## src/rtl/img_arb_pkg.sv

```systemverilog
// Shared constants, types and the round-robin pick helper for the image memory arbiter.
// Latency: n/a (declarations and a pure combinational function).
// Backpressure: n/a.
package img_arb_pkg;

    localparam int IMG_DATA_W       = 8;
    localparam int IMG_ADDR_W_DEF   = 12;
    localparam int IMG_LOCK_MAX_DEF = 4;

    // Widest requester vector rr_pick handles; narrower users zero-extend.
    localparam int RR_MAX   = 8;
    localparam int RR_PTR_W = 3;

    typedef enum logic {
        LK_IDLE = 1'b0,
        LK_HELD = 1'b1
    } lock_state_t;

    // One-hot grant of the first set request at or after ptr, wrapping at n.
    function automatic logic [RR_MAX-1:0] rr_pick(
        input logic [RR_MAX-1:0]   req,
        input logic [RR_PTR_W-1:0] ptr,
        input int                  n
    );
        logic [RR_MAX-1:0] gnt;
        logic [3:0]        idx;
        logic              found;
        gnt   = '0;
        found = 1'b0;
        for (int i = 0; i < RR_MAX; i++) begin
            // ptr < n and i < n, so one conditional subtract wraps the index.
            idx = {1'b0, ptr} + 4'(i);
            if (idx >= 4'(n)) begin
                idx = idx - 4'(n);
            end
            if ((i < n) && !found && req[idx[2:0]]) begin
                gnt[idx[2:0]] = 1'b1;
                found         = 1'b1;
            end
        end
        return gnt;
    endfunction

endpackage

```

## src/rtl/rr_arbiter.sv

```systemverilog
// Round-robin arbiter: combinational one-hot pick plus a registered priority pointer.
// Latency: grant is combinational from req; the pointer moves on the next clock when adv_en.
// Backpressure: none internally; callers mask req or gate the grant as needed.
module rr_arbiter
    import img_arb_pkg::*;
#(
    parameter int N = 3
) (
    input  logic         clk,
    input  logic         rst,
    input  logic [N-1:0] req,
    input  logic         adv_en,
    input  logic [N-1:0] adv_sel,
    output logic [N-1:0] gnt
);

    localparam int PW = (N > 1) ? $clog2(N) : 1;

    logic [PW-1:0]       ptr_q;
    logic [PW-1:0]       ptr_d;
    logic [RR_MAX-1:0]   req_ext;
    logic [RR_PTR_W-1:0] ptr_ext;
    logic [RR_MAX-1:0]   pick;

    // Widen to the helper's fixed width and pick the next requester.
    always_comb begin
        req_ext           = '0;
        req_ext[N-1:0]    = req;
        ptr_ext           = '0;
        ptr_ext[PW-1:0]   = ptr_q;
        pick              = rr_pick(req_ext, ptr_ext, N);
        gnt               = pick[N-1:0];
    end

    // Move priority to the slot just after the one named by adv_sel.
    always_comb begin
        ptr_d = ptr_q;
        if (adv_en) begin
            for (int i = 0; i < N; i++) begin
                if (adv_sel[i]) begin
                    ptr_d = (i == N - 1) ? '0 : PW'(i + 1);
                end
            end
        end
    end

    // Pointer register; requester 0 has priority out of reset.
    always_ff @(posedge clk or posedge rst) begin
        if (rst) begin
            ptr_q <= '0;
        end else begin
            ptr_q <= ptr_d;
        end
    end

endmodule

```

## src/rtl/img_mem_arb.sv

```systemverilog
// Shares one 1R1W image memory among read/write requesters: RR per port, read burst lock, RAW hazard stall.
// Latency: grants combinational in cycle t; read data returned with a one-hot rd_valid in t+1.
// Backpressure: an ungranted requester holds req/addr; same-address reads stall behind the write.
// Optional IMG_ARB_STATS_EN adds grant/stall counters and a synchronous stat_clr.
module img_mem_arb
    import img_arb_pkg::*;
#(
    parameter int ADDR_W   = IMG_ADDR_W_DEF,
    parameter int N_RD     = 3,
    parameter int N_WR     = 2,
    parameter int LOCK_MAX = IMG_LOCK_MAX_DEF
) (
    input  logic                         clk,
    input  logic                         rst,
    input  logic [N_RD-1:0]              rd_req,
    input  logic [N_RD*ADDR_W-1:0]       rd_addr,
    input  logic [N_RD-1:0]              rd_lock,
    output logic [N_RD-1:0]              rd_gnt,
    output logic [N_RD-1:0]              rd_valid,
    output logic [IMG_DATA_W-1:0]        rd_data,
    input  logic [N_WR-1:0]              wr_req,
    input  logic [N_WR*ADDR_W-1:0]       wr_addr,
    input  logic [N_WR*IMG_DATA_W-1:0]   wr_data,
    output logic [N_WR-1:0]              wr_gnt,
    output logic [ADDR_W-1:0]            mem_raddr,
    input  logic [IMG_DATA_W-1:0]        mem_rdata,
    output logic [ADDR_W-1:0]            mem_waddr,
    output logic [IMG_DATA_W-1:0]        mem_wdata,
    output logic                         mem_we
`ifdef IMG_ARB_STATS_EN
    ,
    input  logic                         stat_clr,
    output logic [31:0]                  stat_rd_grants,
    output logic [31:0]                  stat_wr_grants,
    output logic [15:0]                  stat_hazard_stalls
`endif
);

    localparam int CNT_W = $clog2(LOCK_MAX + 1);

    logic [N_RD-1:0]   rd_arb_req;
    logic [N_RD-1:0]   rd_pick;
    logic [N_WR-1:0]   wr_pick;
    logic [ADDR_W-1:0] rd_win_addr;
    logic              hazard;
    logic              rd_adv_en;
    logic [N_RD-1:0]   rd_adv_sel;

    lock_state_t       lk_state_q, lk_state_d;
    logic [N_RD-1:0]   lk_owner_q, lk_owner_d;
    logic [CNT_W-1:0]  lk_cnt_q, lk_cnt_d;
    logic [N_RD-1:0]   rd_valid_q, rd_valid_d;
    logic [ADDR_W-1:0] raddr_q, raddr_d;

    // While a lock is held, only the owner's request reaches the arbiter.
    always_comb begin
        rd_arb_req = (lk_state_q == LK_HELD) ? (rd_req & lk_owner_q) : rd_req;
    end

    rr_arbiter #(.N(N_RD)) u_rd_arb (
        .clk     (clk),
        .rst     (rst),
        .req     (rd_arb_req),
        .adv_en  (rd_adv_en),
        .adv_sel (rd_adv_sel),
        .gnt     (rd_pick)
    );

    rr_arbiter #(.N(N_WR)) u_wr_arb (
        .clk     (clk),
        .rst     (rst),
        .req     (wr_req),
        .adv_en  (|wr_gnt),
        .adv_sel (wr_gnt),
        .gnt     (wr_pick)
    );

    // Write port: winner drives the memory write bus, idle bus parks at zero.
    always_comb begin
        wr_gnt    = rst ? '0 : wr_pick;
        mem_we    = |wr_gnt;
        mem_waddr = '0;
        mem_wdata = '0;
        for (int i = 0; i < N_WR; i++) begin
            if (wr_gnt[i]) begin
                mem_waddr = wr_addr[i*ADDR_W +: ADDR_W];
                mem_wdata = wr_data[i*IMG_DATA_W +: IMG_DATA_W];
            end
        end
    end

    // Read port: stall the winner if it hits this cycle's write address; otherwise hold the last address.
    always_comb begin
        rd_win_addr = '0;
        for (int i = 0; i < N_RD; i++) begin
            if (rd_pick[i]) begin
                rd_win_addr = rd_addr[i*ADDR_W +: ADDR_W];
            end
        end
        hazard     = mem_we && (|rd_pick) && (rd_win_addr == mem_waddr);
        rd_gnt     = (rst || hazard) ? '0 : rd_pick;
        mem_raddr  = (|rd_gnt) ? rd_win_addr : raddr_q;
        raddr_d    = mem_raddr;
        rd_valid_d = rd_gnt;
    end

    // Memory has one cycle of read latency, so its output lines up with the valid pipe.
    assign rd_valid = rd_valid_q;
    assign rd_data  = mem_rdata;

    // Burst lock: track owner and grant count, release on unlock, count limit or dropped request.
    always_comb begin
        lk_state_d = lk_state_q;
        lk_owner_d = lk_owner_q;
        lk_cnt_d   = lk_cnt_q;
        rd_adv_en  = |rd_gnt;
        rd_adv_sel = rd_gnt;
        if (lk_state_q == LK_IDLE) begin
            // With a limit of one, the very grant that asks for the lock exhausts it.
            if ((|(rd_gnt & rd_lock)) && (LOCK_MAX > 1)) begin
                lk_state_d = LK_HELD;
                lk_owner_d = rd_gnt;
                lk_cnt_d   = CNT_W'(1);
            end
        end else begin
            if (!(|(rd_req & lk_owner_q))) begin
                // Owner walked away without a grant: still hand priority past it.
                lk_state_d = LK_IDLE;
                lk_owner_d = '0;
                lk_cnt_d   = '0;
                rd_adv_en  = 1'b1;
                rd_adv_sel = lk_owner_q;
            end else if (|rd_gnt) begin
                if (!(|(rd_lock & lk_owner_q)) || (lk_cnt_q == CNT_W'(LOCK_MAX - 1))) begin
                    lk_state_d = LK_IDLE;
                    lk_owner_d = '0;
                    lk_cnt_d   = '0;
                end else begin
                    lk_cnt_d = lk_cnt_q + CNT_W'(1);
                end
            end
        end
    end

    // Lock state, read-valid pipe and read-address shadow.
    always_ff @(posedge clk or posedge rst) begin
        if (rst) begin
            lk_state_q <= LK_IDLE;
            lk_owner_q <= '0;
            lk_cnt_q   <= '0;
            rd_valid_q <= '0;
            raddr_q    <= '0;
        end else begin
            lk_state_q <= lk_state_d;
            lk_owner_q <= lk_owner_d;
            lk_cnt_q   <= lk_cnt_d;
            rd_valid_q <= rd_valid_d;
            raddr_q    <= raddr_d;
        end
    end

`ifdef IMG_ARB_STATS_EN
    logic [31:0] st_rd_q, st_rd_d;
    logic [31:0] st_wr_q, st_wr_d;
    logic [15:0] st_hz_q, st_hz_d;

    // Grant counters wrap; the stall counter saturates.
    always_comb begin
        st_rd_d = st_rd_q;
        st_wr_d = st_wr_q;
        st_hz_d = st_hz_q;
        if (stat_clr) begin
            st_rd_d = '0;
            st_wr_d = '0;
            st_hz_d = '0;
        end else begin
            if (|rd_gnt) begin
                st_rd_d = st_rd_q + 32'd1;
            end
            if (mem_we) begin
                st_wr_d = st_wr_q + 32'd1;
            end
            if (hazard && (st_hz_q != 16'hFFFF)) begin
                st_hz_d = st_hz_q + 16'd1;
            end
        end
    end

    // Statistics registers.
    always_ff @(posedge clk or posedge rst) begin
        if (rst) begin
            st_rd_q <= '0;
            st_wr_q <= '0;
            st_hz_q <= '0;
        end else begin
            st_rd_q <= st_rd_d;
            st_wr_q <= st_wr_d;
            st_hz_q <= st_hz_d;
        end
    end

    assign stat_rd_grants     = st_rd_q;
    assign stat_wr_grants     = st_wr_q;
    assign stat_hazard_stalls = st_hz_q;
`endif

endmodule

```

## config.mk

```make
export PLATFORM = sky130hd
export DESIGN_NAME = img_mem_arb
export DESIGN_NICKNAME = d
export VERILOG_FILES = /design/src/rtl/img_arb_pkg.sv /design/src/rtl/rr_arbiter.sv /design/src/rtl/img_mem_arb.sv
export SDC_FILE = /design/constraint.sdc
export NUM_CORES = 1
export LEC_CHECK = 0
export CORE_ASPECT_RATIO = 1.25
export CORE_MARGIN = 8
export CORE_UTILIZATION = 43
export CTS_CLUSTER_DIAMETER = 50
export DETAILED_ROUTE_END_ITERATION = 6
export GPL_ROUTABILITY_DRIVEN = 0
export PLACE_DENSITY_LB_ADDON = 0.3
export SLEW_MARGIN = 10
export SYNTH_ARGS = -nofsm -noshare
export SYNTH_HDL_FRONTEND = slang
export SYNTH_SLANG_ARGS = --single-unit
```

## constraint.sdc

```tcl
create_clock -name clk -period 7.9 [get_ports clk]
set_input_delay 1.58 -clock clk [delete_from_list [all_inputs] [get_ports clk]]
set_output_delay 1.58 -clock clk [all_outputs]
set_load 0.005 [all_outputs]
```

==> results of run 1 <==
per-stage QoR:
stage                     hold slack [ns]  setup WS [ns]  power [mW]
after floorplan                     0.456           1.70        1.00
after global placement              0.475          0.616        1.34
after detailed placement            0.487          0.493        1.36
after CTS                           0.511          0.479        1.45
after global routing                0.522          0.172        1.55
final                               0.509          0.467        1.44
cell families (layout without fill, tap and decap cells):
logic type | after synthesis | after routing | synth area share [%]
compound gates | 105 | 105 | 33.2
simple gates | 89 | 89 | 18.4
buf+inv | 49 | 157 | 10.5
flops | 25 | 25 | 24.4
mux | 18 | 18 | 7.71
fa+ha+maj | 7 | 7 | 3.41
xor+xnor | 7 | 7 | 2.39
cell usage after synthesis (2+ instances only):
| master | number | share of area (%) |
|---|---|---|
| xnor2_1 | 4 | 1.4 |
| buf_2 | 8 | 1.6 |
| a21oi_2 | 2 | 0.68 |
| nand2_1 | 21 | 3.1 |
| buf_4 | 10 | 2.9 |
| nand4_1 | 5 | 1.2 |
| and2_1 | 6 | 1.5 |
| a32o_1 | 4 | 1.6 |
| buf_6 | 5 | 2.2 |
| a22o_1 | 18 | 6.1 |
| or2_2 | 2 | 0.49 |
| or3_1 | 2 | 0.49 |
| nand3_1 | 7 | 1.4 |
| nor2_1 | 22 | 3.2 |
| a32oi_1 | 6 | 2.0 |
| mux2i_1 | 7 | 2.7 |
| nand2b_1 | 4 | 0.98 |
| nor3b_1 | 3 | 0.88 |
| o21a_1 | 2 | 0.59 |
| ha_1 | 7 | 3.4 |
| o21ai_0 | 10 | 2.0 |
| nor3_1 | 5 | 0.98 |
| xor2_1 | 3 | 1.0 |
| o32a_1 | 3 | 1.2 |
| inv_1 | 20 | 2.9 |
| a221oi_1 | 2 | 0.68 |
| and3_1 | 3 | 0.73 |
| a21oi_1 | 13 | 2.5 |
| a22oi_1 | 3 | 0.88 |
| dfrtp_1 | 25 | 24 |
| o2bb2ai_1 | 5 | 1.7 |
| o31a_1 | 2 | 0.68 |
| o211ai_1 | 4 | 1.2 |
| o22ai_1 | 3 | 0.73 |
| mux2_2 | 10 | 4.4 |
| nor2b_1 | 3 | 0.73 |
| a31oi_1 | 5 | 1.2 |
| clkbuf_1 | 4 | 0.59 |
routing by layer:
metal | vias to the layer above | global-route usage, % | part of all wire, %
met5 | - | 0 | 0
met4 | 0 | 9.34 | 3.0
met3 | 24 | 6.19 | 7.9
met2 | 136 | 40.1 | 52
met1 | 1320 | 21.8 | 37
li1 | 1333 | - | -
layout make-up:
class,instances,area share [%]
clock buffers,3,1.08
clock inverters,1,0.197
inverters,21,2.07
multi-input cells,226,43.8
flip-flops and latches,25,16.4
well taps,66,2.17
repair buffers,132,34.3
path summary, 6_finish.rpt:
kind,start,endpoint,slack [ns],cells past startpoint
setup / recovery,rd_req[0],mem_raddr[7],0.47,12
hold / removal,lk_cnt_q[1],lk_cnt_q[1],0.51,1
setup reg to reg,u_rd_arb.ptr_q[0],lk_owner_q[0],3.49,13
hold reg to reg,lk_cnt_q[1],lk_cnt_q[1],0.51,1
max in group asynchronous,rst,u_rd_arb.ptr_q[0],5.83,3
min in group asynchronous,rst,raddr_q[11],1.84,3
state kept, by name, summed over array words and instances (netlist names):
register,cells
lk_state_q,1
raddr_q,12
u_rd_arb.ptr_q,2
u_wr_arb.ptr_q,1
lk_cnt_q,3
rd_valid,3
lk_owner_q,3
report_power, final:
group          total (mW)  switching [mW]  internal [mW]  leakage, nW
clock network      0.0829          0.0470         0.0359       0.0217
registers           0.225          0.0415          0.184        0.312
logic                1.13           0.591          0.542         1.18
worst max-delay path: stages:
cell and delay (ns):
clkdlybuf4s50_1 0.58, mux2i_1 0.12, a211oi_2 0.31, or2_1 0.35, o31a_1 0.59, nor2_1 0.09, and3_1 0.20, o32a_1 0.33
and4bb_1 0.26, a21oi_4 0.56, mux2_2 0.42, clkdlybuf4s50_1 0.46
cells in the final DEF (no fill, tap or decap), types with 6 or more instances in the layout:
master / instances
a21oi_1: 13
a22o_1: 18
a32oi_1: 6
and2_1: 6
buf_4: 6
clkdlybuf4s50_1: 126
dfrtp_1: 25
ha_1: 7
inv_1: 20
mux2_2: 10
mux2i_1: 7
nand2_1: 21
nand3_1: 7
nor2_1: 22
o21ai_0: 10
==> results.sh, run 1 <==
export IMPL_worstSetupStartpointType="primary input"
export IMPL_synth_nets=401
export IMPL_htree_levels=1
export IMPL_routed_wl_mm=9.37
export IMPL_die_y_um=102
export IMPL_postCtsHoldBufs=0
export IMPL_n_antenna_cell=0
export IMPL_vias=2813
export IMPL_finalHoldViolCount=0
export IMPL_pin_count=143
export IMPL_final_area_um2=3810
export IMPL_cts_buffers_inserted=3
export IMPL_hp_class="flop to flop"
export IMPL_fmax_mhz=135
export IMPL_synthFlopType="dfrtp_1"
export IMPL_outcome="finished, final reports clean"
export IMPL_cts_root_buf="clkbuf_8"
export IMPL_cts_setup_buffers=0
export IMPL_fill_cells=481
export IMPL_yosysWarnings=0
export IMPL_fin_crit_sh_pct=94.1
export IMPL_drt_iter0_markers=101
export IMPL_via_per_inst=5.93
export IMPL_critPathArrivalTime_ns=5.85
export IMPL_rows=31
export IMPL_ant_nets=0
export IMPL_grt_use_total_pct=21.5
export IMPL_core_area_um2=5780
export IMPL_clock_sink_count=25
export IMPL_async_reset_ff_share_pct=100
export IMPL_antenna_found_initial=0
export IMPL_dieArea_um2=8710
export IMPL_drc_errors=0
export IMPL_netlist_instances=300
export IMPL_fin_nets=510
export IMPL_syn_mean_instance_area_um2=8.55
export IMPL_p_per_area_nw_per_um2=378
export IMPL_synth_area_um2=2560
export IMPL_placed_cells=470
export IMPL_fin_cells=474
export IMPL_synth_edff_count=0
export IMPL_required_ns=6.32
export IMPL_multi_input_area_um2=1670
export IMPL_clk_path_buf_depth=2
export IMPL_slew_headroom_pct=40.1
export IMPL_period_minus_slack_ns=7.43
export IMPL_grt_pass1_wl_mm=14.9
export IMPL_drv_cap=0
export IMPL_io_buffers=126
export IMPL_tightest_slew_ns=0.899
export IMPL_fin_tns_setup_ns=0
export IMPL_rsz0062_at_grt="false"
export IMPL_clkLatencyLatePin_ns=0.28
export IMPL_clk_pin_slew_worst_paths_ns=0.11
export IMPL_ctsResizeCount=0
export IMPL_slew_viol_final=0
export IMPL_area_growth_pct=48.6
export IMPL_grt_pass1_vias=3032
export IMPL_setup_violations=0
export IMPL_synth_cell_type_count=70
export IMPL_seq_area_frac_synth_pct=24.4
export IMPL_endpoint_kind="output pin"
export IMPL_final_seq_area_um2=626
export IMPL_crit_fanout=19
export IMPL_start_util_pct=44.4
export IMPL_grt_ovfl_total=0
export IMPL_ys_ff_latch=25
export IMPL_drt_pass1_iterations=4
export IMPL_vdd_ir_drop_worst_v=0.000166
export IMPL_drive_gt1_share_pct=9.31
export IMPL_avgRoutedWirePerCell_um=19.8
export IMPL_die_x_um=85.1
export IMPL_place_area_um2=3760
export IMPL_cts_tree="built"
export IMPL_hpwl_mm=7.89
export IMPL_final_core_util_pct=66.0
export IMPL_criticalPathCategory="primary input to output pin"
export IMPL_grt_start_max_net_pins=20
export IMPL_skew_ns=0.0109
export IMPL_p_leak_nw=1.52
(Power assumes the default switching activity.)
==> run 2: changes to the inputs <==
--- a/config.mk
+++ b/config.mk
@@ -5,14 +5,15 @@
 export SDC_FILE = /design/constraint.sdc
 export NUM_CORES = 1
 export LEC_CHECK = 0
+export ABC_CLOCK_PERIOD_IN_PS = 7900
 export CORE_ASPECT_RATIO = 1.25
 export CORE_MARGIN = 8
 export CORE_UTILIZATION = 43
 export CTS_CLUSTER_DIAMETER = 50
 export DETAILED_ROUTE_END_ITERATION = 6
 export GPL_ROUTABILITY_DRIVEN = 0
+export GPL_TIMING_DRIVEN = 0
 export PLACE_DENSITY_LB_ADDON = 0.3
-export SLEW_MARGIN = 10
 export SYNTH_ARGS = -nofsm -noshare
 export SYNTH_HDL_FRONTEND = slang
 export SYNTH_SLANG_ARGS = --single-unit
==> run 2 against run 1 <==
  * Flip-flop and latch count is the same
  * Critical path type unchanged
  * Total power grew 6.5%
  * Worst hold slack worse by 0.0073 ns
  * Sequential share of layout area decreased by 0.94 points
==> results.sh, run 2 (same netlist as run 1, synthesis figures left out) <==
export IMPL_placed_cells=500
export IMPL_io_buffers=134
export IMPL_vdd_ir_drop_worst_v=0.000186
export IMPL_clock_sink_count=25
export IMPL_cts_buffers_inserted=3
export IMPL_start_util_pct=44.4
export IMPL_p_leak_nw=1.64
export IMPL_ant_nets=0
export IMPL_n_antenna_cell=0
export IMPL_core_area_um2=5780
export IMPL_final_core_util_pct=70.0
export IMPL_grt_use_total_pct=22.4
export IMPL_drive_gt1_share_pct=13.2
export IMPL_required_ns=6.32
export IMPL_endpoint_kind="output pin"
export IMPL_fin_total_pwr_mw=1.54
export IMPL_routed_wl_mm=9.97
export IMPL_setup_violations=0
export IMPL_via_per_inst=5.97
export IMPL_criticalPathCategory="primary input to output pin"
export IMPL_clkLatencyLatePin_ns=0.28
export IMPL_place_area_um2=3990
export IMPL_fin_nets=541
export IMPL_outcome="finished, final reports clean"
export IMPL_top_register="raddr_q"
export IMPL_mostFrequentLayoutCells="clkdlybuf4s50_1, dfrtp_1, nor2_1"
export IMPL_critPathArrivalTime_ns=6.05
export IMPL_area_growth_pct=57.7
export IMPL_worst_slack_ns=0.275
export IMPL_grt_pass1_vias=3235
export IMPL_tightest_slew_ns=0.761
export IMPL_avgRoutedWirePerCell_um=19.7
export IMPL_fmax_mhz=131
export IMPL_clk_pin_slew_worst_paths_ns=0.10
export IMPL_clk_path_buf_depth=2
export IMPL_vias=3016
export IMPL_final_area_um2=4050
export IMPL_grt_ovfl_total=0
export IMPL_skew_ns=0.00701
export IMPL_antenna_found_initial=0
export IMPL_fin_cells=505
export IMPL_pin_count=143
export IMPL_hpwl_mm=8.22
export IMPL_finalHoldViolCount=0
export IMPL_postCtsHoldBufs=0
export IMPL_period_minus_slack_ns=7.63
export IMPL_drv_cap=0
export IMPL_fin_crit_sh_pct=96.5
export IMPL_drt_pass1_iterations=7
export IMPL_drt_iter0_markers=114
export IMPL_grt_pass1_wl_mm=15.8
export IMPL_htree_levels=1
export IMPL_rows=31
export IMPL_worstSetupStartpointType="primary input"
export IMPL_hp_class="flop to flop"
export IMPL_slew_headroom_pct=49.0
export IMPL_layout_commonest_cell="clkdlybuf4s50_1"
export IMPL_slew_viol_final=0
export IMPL_fin_hold_ws_ns=0.501
export IMPL_dieArea_um2=8710
export IMPL_crit_fanout=15
export IMPL_die_x_um=85.1
export IMPL_largest_register_ffs=12
export IMPL_cts_setup_buffers=0
export IMPL_drc_errors=0
export IMPL_cts_root_buf="clkbuf_8"
export IMPL_die_y_um=102
export IMPL_rsz0062_at_grt="false"
export IMPL_post_place_ws_ns=-0.285
export IMPL_fin_tns_setup_ns=0
export IMPL_grt_start_max_net_pins=30
export IMPL_p_per_area_nw_per_um2=380
export IMPL_cts_tree="built"
[run 2: worst max-delay path, stage by stage]
cell and delay (ns):
clkdlybuf4s50_1 0.72, clkinvlp_4 0.46, and3_1 0.29, a22o_1 0.32, a2111oi_0 0.47, nand4_1 0.15
o31a_1 0.12, or3_1 0.29, and4bb_1 0.38, a21oi_4 0.17, buf_6 0.19, o21ai_0 0.29
clkdlybuf4s50_1 0.60
[run 2: repair_timing]
action / in CTS / in global routing
cloned: 0 / 1
endpoints found under the setup margin: 12 / 5
hold endpoints to repair: 0 / 0
resized for setup: 1 / 2
[run 2: metal layers]
metal  vias up  track usage (%)  part of all wire (%)
met5         -                0                     0
met4         0             8.10                   2.6
met3        24             8.05                    11
met2       165             42.6                    52
met1      1425             21.8                    35
li1       1402                -                     -
[run 2: layout make-up]
cell class / instances / area, um2
plain buffers: 28 / 191
clock buffers: 3 / 41.3
clock inverters: 1 / 5.00
fillers: 469 / 1730
inverters: 21 / 82.6
multi-input cells: 226 / 1670
flip-flops and latches: 25 / 626
well taps: 66 / 82.6
repair buffers: 134 / 1340
repair inverters: 1 / 5.00
[run 2: path summary, 6_finish.rpt]
check | startpoint | cells after the start | slack [ns] | endpoint
max in group asynchronous | rst | 2 | 5.49 | raddr_q[0]
setup / recovery | rst | 13 | 0.27 | mem_raddr[11]
hold reg to reg | lk_cnt_q[2] | 1 | 0.50 | lk_cnt_q[2]
setup reg to reg | u_rd_arb.ptr_q[0] | 15 | 3.59 | raddr_q[8]
hold / removal | lk_cnt_q[2] | 1 | 0.50 | lk_cnt_q[2]
min in group asynchronous | rst | 2 | 1.90 | raddr_q[7]
[run 2: report_power, final]
part	switching [mW]	leakage [nW]	internal, mW	total [mW]
logic	0.653	1.30	0.591	1.24
registers	0.0272	0.312	0.184	0.211
clock network	0.0456	0.0255	0.0355	0.0811
total	0.726	1.64	0.810	1.54
